[config.mk]
export PLATFORM = sky130hd
export DESIGN_NAME = reg_display
export DESIGN_NICKNAME = d
export VERILOG_FILES = /design/src/rtl/reg_display.sv
export SDC_FILE = /design/constraint.sdc
export NUM_CORES = 1
export LEC_CHECK = 0
export CAP_MARGIN = 5
export CELL_PAD_IN_SITES_DETAIL_PLACEMENT = 1
export CELL_PAD_IN_SITES_GLOBAL_PLACEMENT = 1
export CORE_MARGIN = 3
export CORE_UTILIZATION = 40
export CTS_CLUSTER_DIAMETER = 60
export CTS_CLUSTER_SIZE = 25
export DETAILED_ROUTE_END_ITERATION = 16
export PLACE_DENSITY = 0.8
export SLEW_MARGIN = 20
export SYNTH_ARGS = -nofsm -noshare
export SYNTH_HDL_FRONTEND = slang
export SYNTH_SLANG_ARGS = --single-unit
[constraint.sdc]
create_clock -name clock -period 3.5 [get_ports clock]
set_input_delay 0.525 -clock clock [delete_from_list [all_inputs] [get_ports clock]]
set_output_delay 0.525 -clock clock [all_outputs]
set_load 0.01 [all_outputs]
[src/rtl/reg_display.sv]
// Register viewer: debounced next/prev buttons select a core register whose 32-bit value is
// shown as eight hex digits on a multiplexed active-low seven-segment display.
module reg_display #(
  parameter int unsigned SCAN_DIV = 1000,
  parameter int unsigned DEBOUNCE = 50000
) (
  input  logic        clock,
  input  logic        reset,
  input  logic        btn_next,
  input  logic        btn_prev,
  output logic [4:0]  reg_out_id,
  input  logic [31:0] reg_out_data,
  output logic [6:0]  seg_n,
  output logic [7:0]  an_n
);

  localparam int unsigned PreW = $clog2(SCAN_DIV);
  localparam int unsigned DbW  = $clog2(DEBOUNCE);
  localparam logic [PreW-1:0] PreLast = PreW'(SCAN_DIV - 1);
  localparam logic [DbW-1:0]  DbLast  = DbW'(DEBOUNCE - 1);

  // Index 0 is btn_next, index 1 is btn_prev.
  logic [1:0]          btn_raw;
  logic [1:0]          sync1_q, sync2_q;
  logic [1:0]          level_q, level_d;
  logic [1:0][DbW-1:0] cnt_q, cnt_d;
  logic [1:0]          press_q, press_d;
  logic [4:0]          id_q, id_d;

  logic [PreW-1:0] pre_q, pre_d;
  logic [2:0]      idx_q, idx_d;
  logic [31:0]     shadow_q, shadow_d;
  logic [6:0]      seg_q, seg_d;
  logic [7:0]      an_q, an_d;
  logic            tick, wrap;
  logic [3:0]      nibble;

  assign btn_raw = {btn_prev, btn_next};

  function automatic logic [6:0] hex_to_seg(input logic [3:0] n);
    logic [6:0] s;
    case (n)
      4'h0: s = 7'h40;
      4'h1: s = 7'h79;
      4'h2: s = 7'h24;
      4'h3: s = 7'h30;
      4'h4: s = 7'h19;
      4'h5: s = 7'h12;
      4'h6: s = 7'h02;
      4'h7: s = 7'h78;
      4'h8: s = 7'h00;
      4'h9: s = 7'h10;
      4'hA: s = 7'h08;
      4'hB: s = 7'h03;
      4'hC: s = 7'h46;
      4'hD: s = 7'h21;
      4'hE: s = 7'h06;
      default: s = 7'h0E;
    endcase
    return s;
  endfunction

  // Press pulse fires only when the debounced level is accepted as 1.
  always_comb begin
    level_d = level_q;
    cnt_d   = cnt_q;
    press_d = '0;
    for (int i = 0; i < 2; i++) begin
      if (sync2_q[i] == level_q[i]) begin
        cnt_d[i] = '0;
      end else if (cnt_q[i] == DbLast) begin
        level_d[i] = sync2_q[i];
        cnt_d[i]   = '0;
        press_d[i] = sync2_q[i];
      end else begin
        cnt_d[i] = cnt_q[i] + 1'b1;
      end
    end
  end

  always_comb begin
    id_d = id_q;
    case (press_q)
      2'b01:   id_d = id_q + 5'd1;
      2'b10:   id_d = id_q - 5'd1;
      default: id_d = id_q;
    endcase
  end

  always_comb begin
    tick     = (pre_q == PreLast);
    wrap     = tick && (idx_q == 3'd7);
    pre_d    = tick ? '0 : pre_q + 1'b1;
    idx_d    = tick ? idx_q + 3'd1 : idx_q;
    shadow_d = wrap ? reg_out_data : shadow_q;
    // Digit 0 of a new frame shows the word being captured on this same edge.
    nibble   = wrap ? reg_out_data[3:0] : shadow_q[{idx_d, 2'b00} +: 4];
    seg_d    = tick ? hex_to_seg(nibble) : seg_q;
    an_d     = tick ? ~(8'b1 << idx_d) : an_q;
  end

  always_ff @(posedge clock or posedge reset) begin
    if (reset) begin
      sync1_q  <= '0;
      sync2_q  <= '0;
      level_q  <= '0;
      cnt_q    <= '0;
      press_q  <= '0;
      id_q     <= '0;
      pre_q    <= '0;
      idx_q    <= '0;
      shadow_q <= '0;
      seg_q    <= 7'h40;
      an_q     <= 8'hFE;
    end else begin
      sync1_q  <= btn_raw;
      sync2_q  <= sync1_q;
      level_q  <= level_d;
      cnt_q    <= cnt_d;
      press_q  <= press_d;
      id_q     <= id_d;
      pre_q    <= pre_d;
      idx_q    <= idx_d;
      shadow_q <= shadow_d;
      seg_q    <= seg_d;
      an_q     <= an_d;
    end
  end

  assign reg_out_id = id_q;
  assign seg_n      = seg_q;
  assign an_n       = an_q;

endmodule

==> impl_metrics.yaml <==
outcome:
  status: "finished clean"
synth:
  synth-simple-area-share_pct: 23.2
  synth_cells: 566
  synth_top_family_by_area: "simple AND/OR/NAND/NOR gates"
  synth-adder-area-share_pct: 3.85
  synth_fp_nets: 618
  synth_seq_cells: 105
  muxShareOfSynthArea_pct: 4.10
  syn_avg_cell_area_sq_um: 9.54
  ys.flop_type: "dfrtp_1"
  synth_edf_count: 0
  synth-compound-area-share_pct: 10.2
  synth_area_sq_um: 5400
  yosysSeqAreaShare_pct: 48.8
  yosys_warnings: 0
  async_reset_ff_share_pct: 100
  synthXorXnorAreaFrac_pct: 6.65
  yosysUniqueCellTypes: 70
clock_network:
  clk_pin_slew_ns: 0.07
  clkLatencyLatePin_ns: 0.36
  cts_resized: 0
  cts_buffer_depth: 2
  cts_setup_buffers: 0
  cts_tree: "built"
  cts_hold_buf: 0
  cts-root-buf: "clkbuf_16"
  cts.sinks: 105
  htree_levels: 3
  cts_buffers: 9
power_and_ir_drop:
  power_switching_w: 0.000515
  p_sw_share_pct: 22.0
  power.internal_w: 0.00182
  combPwrFrac_pct: 3.6
  cellPowerDensity_nw_per_um2: 360
  leakage_nw: 2.82
  ir_drop_mv: 0.288
  power_frac_clock_pct: 44.0
  power_frac_seq_pct: 52.4
timing:
  max_slew_margin_pct: 53.0
  final_max_slew_viol_count: 0
  worst_pin_slew_ns: 0.705
  grt_setup_unrepaired: "no"
  fin_crit_sh_pct: 92.8
  finalWorstPathRequiredPeriod_ns: 3.25
  clock_skew_ns: 0.00996
  hold_viol: 0
  fin_tns_setup_ns: 0
  fmax_mhz: 308
  whs_ns: 0.361
  setup_viol: 0
final_layout:
  drive_above_1_share_pct: 10.0
  area_growth_pct: 20.4
  final_core_util_pct: 50.3
  finalInstanceArea_sq_um: 6500
  layout.nets: 676
  fillers: 1490
  seq_area_sq_um: 2640
  final_common_cell: "nand2_1"
  final_cell_mix: "118 x nand2_1, 97 x dfrtp_1, 58 x nor2_1"
  antenna_cells: 0
  multi_input_area_sq_um: 2610
  layoutNonFillerInstCount: 801
floorplanning:
  pin_count: 56
  core_sq_um: 12900
  die_x_microns: 122
  rows: 41
  start_util_pct: 41.8
  fp.dieH_microns: 122
  dieArea_sq_um: 14900
setup_path:
  required_ns: 3.75
  crit_slowest_cell: "dfrtp_1"
  crit_fanout: 10
  arrival_ns: 3.50
  slowest_delay_ns: 0.48
  path_class: "reg -> reg"
  endpoint_kind: "register"
  crit_family: "compound AO/OA/AOI/OAI gates"
  cp-start-kind: "register"
  crit_buf_inv: 3
  path_cells: "and3_1 -> a31oi_1 -> mux2_2 -> a222oi_1 -> and2_1 -> nor3_1 -> buf_4 -> inv_1 -> ha_1 -> inv_1 -> nor3_1 -> a21oi_1 -> o311ai_1"
detailed_routing:
  vias: 4302
  antenna_left: 0
  first_iter_violations: 200
  wl_microns: 13800
  first_pass_iters: 5
  wire_per_inst_microns: 17.3
  via_per_inst: 5.37
  drc: 0
grt:
  grt_overflow: 0
  antenna_found_initial: 0
  grt_pass1_vias: 4655
  grt_max_degree: 55
  grt_pass1_wl_microns: 23500
  grt_usage_pct: 20.1
placed_design:
  dp_cells: 785
  placed_area_sq_um: 6200
  place_congestion: 0.933
  numPortBuffers: 55
  dp_hpwl_microns: 10200
run:
  drv_cap: 0
worst_hold_path:
  hp-class: "reg -> reg"
per-layer routing:
metal | track usage [%] | vias to the layer above | part of all wire [%]
met1 | 25.6 | 2145 | 45
met5 | 0 | - | 0
met2 | 33.7 | 82 | 50
met4 | 6.09 | 0 | 2.0
li1 | - | 2051 | -
met3 | 5.11 | 24 | 3.7
worst reg2reg max path: stages, from the launching register on:
cell	delay, ns
dfrtp_1	0.48
and3_1	0.44
a31oi_1	0.26
mux2_2	0.36
a222oi_1	0.34
and2_1	0.17
nor3_1	0.05
buf_4	0.16
inv_1	0.10
ha_1	0.20
inv_1	0.10
nor3_1	0.19
a21oi_1	0.06
o311ai_1	0.23
cell type report:
cell class	count	area share (%)
Sequential cell	105	40.6
Multi-Input combinational cell	418	40.1
Timing Repair Buffer	69	10.3
Clock buffer	12	3.64
Tap cell	172	3.31
Inverter	21	1.25
Clock inverter	4	0.808
cell usage after synthesis, types with 2 or more instances:
library cell | count | area (sq um)
xnor2_1 | 16 | 140
nand2_1 | 118 | 443
and3_1 | 15 | 93.8
o211ai_1 | 3 | 22.5
dfrtp_1 | 97 | 2430
a31oi_1 | 13 | 81.3
mux2_2 | 7 | 78.8
nor2_1 | 58 | 218
buf_2 | 3 | 15.0
a21oi_1 | 9 | 45.0
inv_1 | 19 | 71.3
nor4_1 | 5 | 31.3
and4_1 | 2 | 17.5
nor2b_1 | 4 | 25.0
nand3_1 | 17 | 85.1
nor4b_1 | 2 | 17.5
dfstp_2 | 8 | 210
nand4_1 | 7 | 43.8
o22a_1 | 2 | 17.5
nor3_1 | 11 | 55.1
mux2i_1 | 12 | 120
a21o_1 | 3 | 22.5
o21ai_1 | 3 | 15.0
a22oi_1 | 3 | 22.5
ha_1 | 15 | 188
o221ai_1 | 4 | 35.0
or3_1 | 2 | 12.5
or2_2 | 2 | 12.5
nand2b_1 | 4 | 25.0
and2_1 | 6 | 37.5
nor3b_1 | 2 | 15.0
a221oi_1 | 2 | 17.5
clkbuf_1 | 16 | 60.1
buf_1 | 2 | 7.51
xor2_1 | 25 | 219
o21ai_0 | 15 | 75.1
worst paths after layout:
path                                 start         end  slack (ns)  cells after the start
worst max register to register    pre_q[6]    seg_n[3]        0.25                     13
worst min register to register  sync1_q[0]  sync2_q[0]        0.36                      0
worst min-delay path            sync1_q[0]  sync2_q[0]        0.36                      0
worst max-delay path              pre_q[6]    seg_n[3]        0.25                     13
min in group asynchronous            reset   cnt_q[17]        0.64                      2
max in group asynchronous            reset    seg_n[6]        2.09                      3
per-stage QoR:
step	power, W	worst slack (ns)
floorplan	0.00128	0.228
global placement	0.00133	0.376
detailed placement	0.00133	0.208
CTS	0.00237	0.175
global route	0.00242	0.0133
finish	0.00234	0.250
cell families after synthesis:
logic type      count (synthesis)
flops                         105
mux                            20
simple gates                  266
fa+ha+maj                      16
buf+inv                        43
compound gates                 75
xor+xnor                       41
flip-flops by register name (all words and copies together), names as in the netlist:
| signal | count |
|---|---|
| cnt_q | 32 |
| seg_n | 7 |
| shadow_q | 32 |
| an_n | 8 |
| sync1_q | 2 |
| press_q | 2 |
| level_q | 2 |
| sync2_q | 2 |
| reg_out_id | 5 |
| idx_q | 3 |
| pre_q | 10 |
power groups by stage:
stage | Combinational, W | Clock [W] | Sequential, W
final | 0.0000840 | 0.00103 | 0.00123
after global placement | 0.0000836 | 0 | 0.00125
after detailed placement | 0.0000853 | 0 | 0.00125
after floorplan | 0.0000307 | 0 | 0.00125
after global routing | 0.0000943 | 0.00110 | 0.00123
after CTS | 0.0000867 | 0.00106 | 0.00123
Note: power is estimated with default switching activity, not from simulation.
